<file path="src/rtl/ir_assembler.sv">
// Assembles BEATS bus beats into one instruction and queues it in a DEPTH-entry FIFO.
// Latency: instr_valid rises the cycle after the last beat is accepted.
// Backpressure: beat_ready drops only when the next beat would complete an instruction into a full FIFO.
module ir_assembler #(
    parameter  int DATA_W    = 8,
    parameter  int BEATS     = 2,
    parameter  int DEPTH     = 2,
    parameter  int LSB_FIRST = 1,
    localparam int INSTR_W   = DATA_W * BEATS,
    localparam int CNT_W     = $clog2(BEATS),
    localparam int LVL_W     = $clog2(DEPTH + 1)
) (
    input  logic               clk,
    input  logic               rst,
    input  logic               ena,
    input  logic [DATA_W-1:0]  data,
    output logic               beat_ready,
    input  logic               flush,
    output logic               instr_valid,
    input  logic               instr_ready,
    output logic [INSTR_W-1:0] instr,
    output logic [2:0]         opcode,
    output logic [INSTR_W-4:0] ir_addr,
    output logic [CNT_W-1:0]   beat_cnt,
    output logic [LVL_W-1:0]   level
);

    localparam int PTR_W = (DEPTH > 1) ? $clog2(DEPTH) : 1;
    localparam logic [CNT_W-1:0] LAST_BEAT = CNT_W'(BEATS - 1);
    localparam logic [PTR_W-1:0] LAST_PTR  = PTR_W'(DEPTH - 1);
    localparam logic [LVL_W-1:0] FULL_LVL  = LVL_W'(DEPTH);

    logic [CNT_W-1:0]   beat_cnt_q, beat_cnt_d;
    logic [INSTR_W-1:0] partial_q, partial_d;
    logic [INSTR_W-1:0] mem_q [DEPTH];
    logic [INSTR_W-1:0] mem_d [DEPTH];
    logic [PTR_W-1:0]   head_q, head_d, tail_q, tail_d;
    logic [LVL_W-1:0]   level_q, level_d;

    logic               last_beat;
    logic               beat_acc;
    logic               push;
    logic               pop;
    logic [CNT_W-1:0]   slot;
    logic [INSTR_W-1:0] merged;

    always_comb begin
        last_beat  = (beat_cnt_q == LAST_BEAT);
        beat_ready = !last_beat || (level_q < FULL_LVL);
        beat_acc   = ena && beat_ready;
        push       = beat_acc && last_beat;
        pop        = (level_q != '0) && instr_ready;

        // Beat position inside the instruction depends on the configured order.
        slot   = (LSB_FIRST != 0) ? beat_cnt_q : (LAST_BEAT - beat_cnt_q);
        merged = partial_q;
        for (int s = 0; s < BEATS; s++) begin
            if (CNT_W'(s) == slot) begin
                merged[s*DATA_W +: DATA_W] = data;
            end
        end
    end

    always_comb begin
        beat_cnt_d = beat_cnt_q;
        partial_d  = partial_q;
        mem_d      = mem_q;
        head_d     = head_q;
        tail_d     = tail_q;
        level_d    = level_q;

        if (flush) begin
            // Flush wins over any beat or pop presented in the same cycle.
            beat_cnt_d = '0;
            partial_d  = '0;
            head_d     = '0;
            tail_d     = '0;
            level_d    = '0;
        end else begin
            if (beat_acc) begin
                if (last_beat) begin
                    mem_d[tail_q] = merged;
                    tail_d        = (tail_q == LAST_PTR) ? '0 : tail_q + PTR_W'(1);
                    beat_cnt_d    = '0;
                    partial_d     = '0;
                end else begin
                    partial_d  = merged;
                    beat_cnt_d = beat_cnt_q + CNT_W'(1);
                end
            end
            if (pop) begin
                head_d = (head_q == LAST_PTR) ? '0 : head_q + PTR_W'(1);
            end
            case ({push, pop})
                2'b10:   level_d = level_q + LVL_W'(1);
                2'b01:   level_d = level_q - LVL_W'(1);
                default: level_d = level_q;
            endcase
        end
    end

    always_ff @(posedge clk or negedge rst) begin
        if (!rst) begin
            beat_cnt_q <= '0;
            partial_q  <= '0;
            head_q     <= '0;
            tail_q     <= '0;
            level_q    <= '0;
            for (int i = 0; i < DEPTH; i++) begin
                mem_q[i] <= '0;
            end
        end else begin
            beat_cnt_q <= beat_cnt_d;
            partial_q  <= partial_d;
            head_q     <= head_d;
            tail_q     <= tail_d;
            level_q    <= level_d;
            mem_q      <= mem_d;
        end
    end

    always_comb begin
        instr_valid = (level_q != '0);
        instr       = instr_valid ? mem_q[head_q] : '0;
        opcode      = instr[INSTR_W-1 -: 3];
        ir_addr     = instr[INSTR_W-4:0];
        beat_cnt    = beat_cnt_q;
        level       = level_q;
    end

endmodule

</file>
<file path="config.mk">
export PLATFORM = sky130hd
export DESIGN_NAME = ir_assembler
export DESIGN_NICKNAME = d
export VERILOG_FILES = /design/src/rtl/ir_assembler.sv
export SDC_FILE = /design/constraint.sdc
export NUM_CORES = 1
export LEC_CHECK = 0
export ABC_AREA = 1
export BUFFER_PORTS_ARGS = -buffer_cell sky130_fd_sc_hd__buf_2
export CAP_MARGIN = 20
export CELL_PAD_IN_SITES_DETAIL_PLACEMENT = 0
export CELL_PAD_IN_SITES_GLOBAL_PLACEMENT = 2
export CORE_MARGIN = 10
export CORE_UTILIZATION = 32
export DETAILED_ROUTE_END_ITERATION = 10
export PLACE_DENSITY = 0.85
export SYNTH_ARGS = -nofsm -noshare
export SYNTH_HDL_FRONTEND = slang
export SYNTH_SLANG_ARGS = --single-unit
</file>
<file path="constraint.sdc">
create_clock -name clk -period 1.6 [get_ports clk]
set_input_delay 0.08 -clock clk [delete_from_list [all_inputs] [get_ports clk]]
set_output_delay 0.08 -clock clk [all_outputs]
set_load 0.03 [all_outputs]
</file>
==> flow_summary.ini <==
[route]
wl_microns = 5840
via_per_inst = 4.52
dr.pass1.iters = 4
drtAntennaViolNets = 0
num_vias = 2024
dr.first_iter.drc_count = 70
wl_per_cell_microns = 13.0
route.detailed.drc = 0

[status]
outcome = finished, final reports clean

[sta]
period_needed_ns = 1.54
rsz0062_at_grt = true
finalWorstSetupSlack_ns = 0.0648
hold_violations = 0
finClkSkew_ns = 0.00522
max_clock_freq_ghz = 0.651
slew_violations = 0
setup_viol = 0
period_share_pct = 95.9
slew_headroom_pct = 71.4
timing.hold.ws_ns = 0.0781
worst_pin_slew_ns = 0.424

[logic_synthesis]
synthFlopType = dfrtp_1
ys_seq_area_share_pct = 51.2
synth_warnings = 0
syn_inst = 314
synth-edff-count = 0
synth_fa_ha_area_share_pct = 0
synth_compound_area_share_pct = 18.5
yosysUniqueCellTypes = 18
synth_top_family_by_area = compound AO/OA/AOI/OAI gates
synth_area_leaders = dfrtp_1 51%, o21ai_0 9.5%, inv_1 7.5%
yosys-top-cells-count = 53 x dfrtp_1, 52 x inv_1, 49 x o21ai_0
synth-seq-cells = 53
synth_mux_area_share_pct = 0
synthSimpleGateAreaFrac_pct = 13.7
synth_nets = 327
synth_top_area_share_pct = 51.2
async_flop_share_pct = 100
synth_area_sq_um = 2590
synth_xor_area_share_pct = 0
syn_avg_cell_area_sq_um = 8.24
synth_top_area_cell = dfrtp_1
yosysMostFrequentCell = dfrtp_1

[grt]
overflow = 0
grt_max_degree = 40
antenna_found_initial = 0
track_usage_pct = 10.2
grt_pass1_wl_microns = 9740
grt_pass1_vias = 1961

[worst_setup_path]
reg2regPathDepth = 6
path_cells = buf_12 -> o21ai_0 -> a21oi_2 -> buf_4
r2r_setup_slack_ns = 0.16
endpoint = ir_addr[12]
arrival_ns = 1.46
slowest_delay_ns = 0.42
cp-end-kind = output port
r2r-start = level[1]
worstSetupStartpointType = register
criticalPathCategory = reg2out
crit_path_start = head_q
worst_path_max_delay_cell = dfrtp_1
reg2reg_to = mem_q[23]
critPathMaxFanout = 32
required_ns = 1.52

[hold_path]
hold_path.class = in2reg

[clock_network]
path_clk_slew_ns = 0.09
clockBufferDepth = 2
ctsRootBufferMaster = clkbuf_8
cts_sinks = 53
h-tree-depth = 2
cts_inserted_buffers = 5
worstSkewPairLatency_ns = 0.30
cts_tree = done
post-cts-setup-buffers = 0

[power]
powerDensity_nw_per_um2 = 1660
peakVddDrop_mv = 0.366
p_total_mw = 5.10
p_leak_nw = 1.51

[floorplan]
rows = 32
io_pins = 50
die_h_microns = 110
dieArea_sq_um = 12100
coreArea_sq_um = 7810
fp.dieW_microns = 110
start_util_pct = 33.2

[layout]
final_area_sq_um = 3080
drive_above_1_share_pct = 25.4
syn2layout_area_growth_pct = 19.0
diodes = 0
instances_no_fill = 448
nets = 358

[place]
post-dp-hpwl_microns = 4290
postPlaceCellArea_sq_um = 2870
place_inst = 439
io_buffers = 49
place_ws_ns = 0.194
gp_congestion = 0.744

[run]
cap_violations = 0
-- worst max-delay path: cells and delay by family, from the launching register on --
| family | cells | cell delay [ns] |
|---|---|---|
| AOI/OAI and AO/OA | 2 | 0.32 |
| buffers and inverters | 2 | 0.41 |
| DFF | 1 | 0.42 |
-- layer usage --
layer | GRT usage, % | routed length [microns]
met3 | 3.04 | 433
met1 | 13.5 | 2730
met4 | 4.46 | 101
met2 | 15.2 | 2580
met5 | 0 | 0
-- power by group --
| group | total, mW | switching (mW) | internal [mW] | leakage (nW) |
|---|---|---|---|---|
| registers | 1.88 | 0.161 | 1.72 | 0.632 |
| logic | 2.40 | 1.62 | 0.786 | 0.826 |
| clock network | 0.823 | 0.431 | 0.392 | 0.0542 |
-- logic make-up after synthesis --
logic type	count (synthesis)
and+or+nand+nor	82
DFF	53
buffers and inverters	86
AOI/OAI and AO/OA	93
-- metrics by stage --
stage	setup TNS (ns)	util, %
finish	0	39.5
global route	-0.368	39.5
CTS	0	38.4
detailed placement	0	36.8
global placement	0	36.8
floorplan	-0.0481	-
-- placed cells by master, fill, tap and decap left out, types with 3 or more instances in the layout --
cell type	Yosys	layout
inv_2	4	5
nor2_1	27	27
buf_4	22	15
o21ai_0	49	49
nand2_1	48	47
a21oi_1	33	17
o22ai_1	8	8
buf_2	2	19
buf_12	0	3
dfrtp_1	53	51
clkbuf_8	0	7
clkbuf_4	0	14
a21oi_2	0	16
inv_1	52	51
nand3_1	3	3
-- flip-flops by register name (all words and copies together), names as in the netlist --
signal and count:
level 2, head_q 1, beat_cnt 1, partial_q 16, mem_q 32, tail_q 1
-- final cells by class --
class                   count  area, sq um
clock inverters             1         5.00
repair buffers             54          405
well taps                 102          128
inverters                  56          210
clock buffers               7         96.3
flip-flops and latches     53         1330
multi-input cells         175          908
fillers                   836         4730
-- how the worst min path moves through the flow --
stage / from / end / cells past startpoint
after CTS: data[6] / partial_q[6] / 3
after detailed placement: rst / partial_q[14] / 1
after global routing: data[6] / partial_q[6] / 3
after floorplan: rst / beat_cnt / 0
after global placement: rst / partial_q[8] / 1
final: data[6] / partial_q[6] / 3
-- what timing repair did --
action                                 4_1_cts  5_1_grt
setup endpoints to repair                   32       32
hold buffers                                 1        0
endpoints found under the hold margin       14        0
pin swaps                                    0        1
resized for setup                            2       49
(Power assumes the default switching activity.)
